### src/rtl/mips16_pkg.sv
// rtl/mips16_pkg.sv - shared opcodes, function codes, FSM state and decode helpers for the MIPS16 front end
package mips16_pkg;

  localparam logic [2:0] OP_RTYPE = 3'b000;
  localparam logic [2:0] OP_SLTI  = 3'b001;
  localparam logic [2:0] OP_J     = 3'b010;
  localparam logic [2:0] OP_JAL   = 3'b011;
  localparam logic [2:0] OP_BEQ   = 3'b110;
  localparam logic [2:0] OP_ADDI  = 3'b111;

  localparam logic [3:0] FN_ADD = 4'd0;
  localparam logic [3:0] FN_SUB = 4'd1;
  localparam logic [3:0] FN_AND = 4'd2;
  localparam logic [3:0] FN_OR  = 4'd3;

  localparam logic [2:0] RA_REG = 3'd7;

  typedef enum logic [2:0] {
    ST_IDLE   = 3'd0,
    ST_FETCH  = 3'd1,
    ST_DECODE = 3'd2,
    ST_EXEC   = 3'd3,
    ST_WB     = 3'd4
  } state_t;

  function automatic logic [15:0] sext7(input logic [6:0] imm);
    return {{9{imm[6]}}, imm};
  endfunction

  // Opcodes 100/101 are unassigned; R-type only defines add/sub/and/or.
  function automatic logic is_illegal(input logic [2:0] op, input logic [3:0] fn);
    logic ill;
    ill = 1'b0;
    case (op)
      3'b100, 3'b101: ill = 1'b1;
      OP_RTYPE:       ill = (fn > FN_OR);
      default:        ill = 1'b0;
    endcase
    return ill;
  endfunction

endpackage

### src/rtl/mips16_regfile.sv
// rtl/mips16_regfile.sv - 8x16 register file, two async read ports, one sync write port, r0 hardwired zero
module mips16_regfile (
  input  logic        clk,
  input  logic        rst_n,
  input  logic        we,
  input  logic [2:0]  waddr,
  input  logic [15:0] wdata,
  input  logic [2:0]  raddr1,
  input  logic [2:0]  raddr2,
  output logic [15:0] rdata1,
  output logic [15:0] rdata2
);

  logic [15:0] mem [8];

  always_ff @(posedge clk or negedge rst_n) begin
    if (!rst_n) begin
      for (int i = 0; i < 8; i++) mem[i] <= '0;
    end else if (we && (waddr != 3'd0)) begin
      mem[waddr] <= wdata;
    end
  end

  assign rdata1 = (raddr1 == 3'd0) ? 16'h0000 : mem[raddr1];
  assign rdata2 = (raddr2 == 3'd0) ? 16'h0000 : mem[raddr2];

endmodule

### src/rtl/mips16_issue_unit.sv
// rtl/mips16_issue_unit.sv - fetch/decode/issue front end driving the mips_16 operand bus, with writeback and PC update
module mips16_issue_unit
  import mips16_pkg::*;
#(
  parameter logic [15:0] RESET_PC = 16'h0000
) (
  input  logic        clk,
  input  logic        rst_n,
  input  logic        run,
  output logic        imem_req,
  output logic [15:0] imem_addr,
  input  logic        imem_ack,
  input  logic [15:0] imem_rdata,
  output logic [2:0]  opcode,
  output logic [3:0]  Function,
  output logic [15:0] reg1,
  output logic [15:0] reg2,
  output logic [15:0] L,
  output logic [15:0] LJ,
  input  logic [15:0] alu_result,
  input  logic [15:0] pc_out,
  output logic [15:0] pc,
  output logic        retired,
  output logic        illegal
);

  state_t      state, state_nx;
  logic [15:0] ir, alu_q, pcout_q;
  logic [15:0] rs_val, rt_val, pc_inc, next_pc, wb_data;
  logic [2:0]  ir_op, ir_rs, ir_rt, ir_rd, wb_addr;
  logic        wb_en, ir_illegal;

  assign ir_op      = ir[15:13];
  assign ir_rs      = ir[12:10];
  assign ir_rt      = ir[9:7];
  assign ir_rd      = ir[6:4];
  assign ir_illegal = is_illegal(ir_op, ir[3:0]);
  assign pc_inc     = pc + 16'd1;
  assign imem_addr  = pc;

  mips16_regfile u_regfile (
    .clk    (clk),
    .rst_n  (rst_n),
    .we     (wb_en && (state == ST_WB)),
    .waddr  (wb_addr),
    .wdata  (wb_data),
    .raddr1 (ir_rs),
    .raddr2 (ir_rt),
    .rdata1 (rs_val),
    .rdata2 (rt_val)
  );

  always_ff @(posedge clk or negedge rst_n) begin
    if (!rst_n) state <= ST_IDLE;
    else        state <= state_nx;
  end

  always_comb begin
    state_nx = state;
    case (state)
      ST_IDLE:   if (run) state_nx = ST_FETCH;
      ST_FETCH:  if (imem_ack) state_nx = ST_DECODE;
      ST_DECODE: state_nx = ST_EXEC;
      ST_EXEC:   state_nx = ST_WB;
      ST_WB:     state_nx = run ? ST_FETCH : ST_IDLE;
      default:   state_nx = ST_IDLE;
    endcase
  end

  always_comb begin
    imem_req = (state == ST_FETCH);
    retired  = (state == ST_WB);
    illegal  = (state == ST_WB) && ir_illegal;
  end

  always_ff @(posedge clk or negedge rst_n) begin
    if (!rst_n) ir <= '0;
    else if ((state == ST_FETCH) && imem_ack) ir <= imem_rdata;
  end

  // Operand bus is only touched on DECODE exit so mips_16 sees stable inputs through WB.
  always_ff @(posedge clk or negedge rst_n) begin
    if (!rst_n) begin
      opcode   <= '0;
      Function <= '0;
      reg1     <= '0;
      reg2     <= '0;
      L        <= '0;
      LJ       <= '0;
    end else if (state == ST_DECODE) begin
      opcode   <= ir_op;
      Function <= ir[3:0];
      reg1     <= rs_val;
      reg2     <= rt_val;
      L        <= (ir_op == OP_BEQ) ? (pc_inc + sext7(ir[6:0])) : sext7(ir[6:0]);
      LJ       <= {pc[15:13], ir[12:0]};
    end
  end

  always_ff @(posedge clk or negedge rst_n) begin
    if (!rst_n) begin
      alu_q   <= '0;
      pcout_q <= '0;
    end else if (state == ST_EXEC) begin
      alu_q   <= alu_result;
      pcout_q <= pc_out;
    end
  end

  always_comb begin
    wb_en   = 1'b0;
    wb_addr = ir_rd;
    wb_data = alu_q;
    next_pc = pc_inc;
    case (ir_op)
      OP_RTYPE: wb_en = !ir_illegal;
      OP_SLTI, OP_ADDI: begin
        wb_en   = 1'b1;
        wb_addr = ir_rt;
      end
      OP_JAL: begin
        wb_en   = 1'b1;
        wb_addr = RA_REG;
        wb_data = pc_inc;
        next_pc = pcout_q;
      end
      OP_J:    next_pc = pcout_q;
      OP_BEQ:  next_pc = (reg1 == reg2) ? pcout_q : pc_inc;
      default: ;
    endcase
  end

  always_ff @(posedge clk or negedge rst_n) begin
    if (!rst_n) pc <= RESET_PC;
    else if (state == ST_WB) pc <= next_pc;
  end

endmodule

### config.mk
export PLATFORM = sky130hd
export DESIGN_NAME = mips16_issue_unit
export DESIGN_NICKNAME = d
export VERILOG_FILES = /design/src/rtl/mips16_pkg.sv /design/src/rtl/mips16_regfile.sv /design/src/rtl/mips16_issue_unit.sv
export SDC_FILE = /design/constraint.sdc
export NUM_CORES = 1
export LEC_CHECK = 0
export BUFFER_PORTS_ARGS = -buffer_cell sky130_fd_sc_hd__buf_2
export CAP_MARGIN = 25
export CORE_MARGIN = 2
export CORE_UTILIZATION = 46
export CTS_CLUSTER_SIZE = 40
export DETAILED_ROUTE_END_ITERATION = 6
export PLACE_DENSITY_LB_ADDON = 0.1
export SLEW_MARGIN = 30
export SYNTH_ARGS = -nofsm -noshare
export SYNTH_HDL_FRONTEND = slang
export SYNTH_SLANG_ARGS = --single-unit
export TNS_END_PERCENT = 5
### constraint.sdc
create_clock -name clk -period 3.58 [get_ports clk]
set_input_delay 0.716 -clock clk [delete_from_list [all_inputs] [get_ports clk]]
set_output_delay 0.716 -clock clk [all_outputs]
set_load 0.005 [all_outputs]
==> flow_metrics.tcl <==
set metrics [dict create \
    status "complete, no violations" \
    fillers 2464 \
    maxSlewViolCount 0 \
    synth_top_area_share 0.483 \
    tns_ns 0 \
    wl_um 35300 \
    cts_root_buf "clkbuf_16" \
    cp_slowest_cell "dfrtp_1" \
    core_sq_um 27100 \
    fin_skew_ns 0.0249 \
    globalRouteOverflowTotal 0 \
    yosysSeqAreaShare 0.483 \
    r2r_cells 12 \
    io_buffers 157 \
    htree_levels 1 \
    area_growth_pct 15.9 \
    relSlewSlack 0.368 \
    syn-mean-instance-area_sq_um 10.1 \
    yosys_register_bits 246 \
    hpwl_um 23900 \
    postSynthCellCount 1267 \
    clock_latency_ns 0.56 \
    crit_fanout 10 \
    cp-start-kind "flip-flop" \
    synth.most_common_cell "nand2_1" \
    syn_area_sq_um 12800 \
    path_clk_slew_ns 0.06 \
    powerDensity_nw_per_um2 1010 \
    die_w_um 171 \
    wl_per_cell_um 19.8 \
    synth_edf_count 0 \
    hold_class "primary input to asynchronous set/reset pin" \
    timing.final.crit_share 0.900 \
    period_needed_ns 3.22 \
    hold_buffers 0 \
    ys.warnings.count 0 \
    critical-path-max-stage-delay_ns 0.52 \
    finalSetupViolations 0 \
    drc 0 \
    dp_slack_ns 0.411 \
    die-height_um 171 \
    antenna_found_initial 1 \
    grt_max_degree 91 \
    cp.required_ns 4.06 \
    die_area_sq_um 29100 \
    grt_pass1_vias 9203 \
    rsz0062_at_grt "false" \
    nNetsFinal 1460 \
    fmax_mhz 310 \
    vias 9712 \
    cts_tree "built" \
    ctsResizeCount 0 \
    max_slew.worst_pin.slew_ns 0.948 \
    wl_met1_um 17500 \
    cts.path.max_buffers 3 \
    async_flop_share 1.00 \
    met3WireLength_um 1600 \
    hold_slack_ns 0.165 \
    diodes 0 \
    synthTopCellsByCount "259 x nand2_1, 246 x dfrtp_1, 140 x o21ai_0" \
    grt_usage 0.245 \
    end_kind "flip-flop" \
    drive_above_1_share 0.274 \
    peakVddDrop_mv 0.464 \
    cts_buffers 29 \
    ys_types 55 \
    drt-initial-drc-count 717 \
    initial_utilization 0.471 \
    avgViaCountPerCell 5.46 \
    synth_flop_cell "dfrtp_1" \
    gp_congestion 0.887 \
    crit_type "flip-flop to flip-flop" \
    wl_met2_um 15300 \
    path_cells "ha_1, nand4_1, nor2_1, xor2_1, ha_1, a21oi_1, o21ai_0, a21oi_1, a21o_1, nand3_1, xor2_1, o21ai_0" \
    synth_nets 1340 \
    arrival_ns 3.70 \
    grt_pass1_wl_um 54500 \
    io_pins 158 \
    num_rows 60 \
    clock_sinks 246 \
    synth.largest_area_cell "dfrtp_1" \
    ant_nets 0 \
    post_cts_buffers 0 \
    setup_slack_ns 0.359 \
    top_layer "met5" \
    p_leak_nw 6.94 \
    hold_viol 0 \
    firstDrtPassIters 5 \
    max_cap_violations 0 \
    synthTopCellsByArea "dfrtp_1 48%, mux2_2 9.0%, nand2_1 7.6%, mux4_2 5.6%, o21ai_0 5.5%" \
]
[layout make-up]
cell class | instances | area (sq um) | share of cell area
clock buffer | 38 | 830 | 0.0561
clock inverter | 14 | 135 | 0.00914
inverter | 19 | 72.6 | 0.00491
multi-input combinational | 903 | 6050 | 0.409
sequential | 246 | 6160 | 0.416
tap | 372 | 465 | 0.0315
timing repair buffer | 188 | 1080 | 0.0729
[report_power, final]
part,switching (mW),internal [mW]
combinational,3.88,2.96
sequential,1.16,3.98
clock,1.21,1.77
total,6.25,8.71
[cells by family after synthesis]
| group | Yosys count | share of synthesized area |
|---|---|---|
| AOI/OAI and AO/OA | 301 | 0.135 |
| xor gates and xnor gates | 43 | 0.0295 |
| adders and majority gates | 21 | 0.0212 |
| buffers and inverters | 118 | 0.0435 |
| DFF | 246 | 0.483 |
| muxes | 148 | 0.158 |
| and+or+nand+nor | 390 | 0.130 |
[sequential cells by signal (all words and copies together), names as in the netlist]
signal	count
ir	16
state	3
imem_addr	16
Function	3
LJ	13
L	16
opcode	3
alu_q	16
pcout_q	16
u_regfile.mem	112
reg2	16
reg1	16
[per-stage QoR]
stage | instance area [sq um] | cells | power, mW | util
finish | 14800 | 1780 | 15.0 | 0.546
global route | 14800 | 1780 | 16.0 | 0.546
CTS | 14800 | 1780 | 15.0 | 0.546
detailed placement | 13800 | 1728 | 12.0 | 0.510
global placement | 13800 | 1728 | 11.9 | 0.510
floorplan | 12800 | 1267 | 9.68 | -
[critical path: cells and delay by family, from the launching register on]
family	cells	cell delay, ns
compound gates	5	0.97
xor+xnor	2	0.53
fa+ha+maj	2	0.73
simple gates	3	0.42
flops	1	0.52
[metal layers]
metal	up-vias	track usage
li1	4661	-
met4	2	0.0580
met5	-	0
met1	4749	0.374
met3	52	0.0296
met2	248	0.372
[final timing paths]
| kind | startpoint | endpoint | slack [ns] |
|---|---|---|---|
| worst max register to register | imem_addr[0] | L[15] | 0.36 |
| worst max-delay path | imem_addr[0] | L[15] | 0.36 |
| max in group asynchronous | rst_n | u_regfile.mem[38] | 2.53 |
| worst min register to register | pcout_q[12] | pcout_q[12] | 0.47 |
| worst min-delay path | rst_n | imem_addr[6] | 0.16 |
| min in group clk | alu_result[2] | alu_q[2] | 0.35 |
[layout by cell type, fill, tap and decap left out, types with 6 or more instances in the layout]
cell type    n
nand2_1    259
dfrtp_1    246
buf_2      156
o21ai_0    140
mux2_2     102
a21oi_1     70
nor2_1      63
xnor2_1     32
mux4_2      32
a22oi_1     31
clkbuf_16   29
buf_4       27
nand3_1     22
ha_1        20
inv_1       17
o21a_1      15
o21ai_1     15
xor2_1      11
clkinv_2     8
mux2i_1      8
nand4_1      7
nor3_1       7
clkbuf_8     7
nor2b_1      6
o211ai_1     6
mux2_1       6
(Power assumes the default switching activity.)
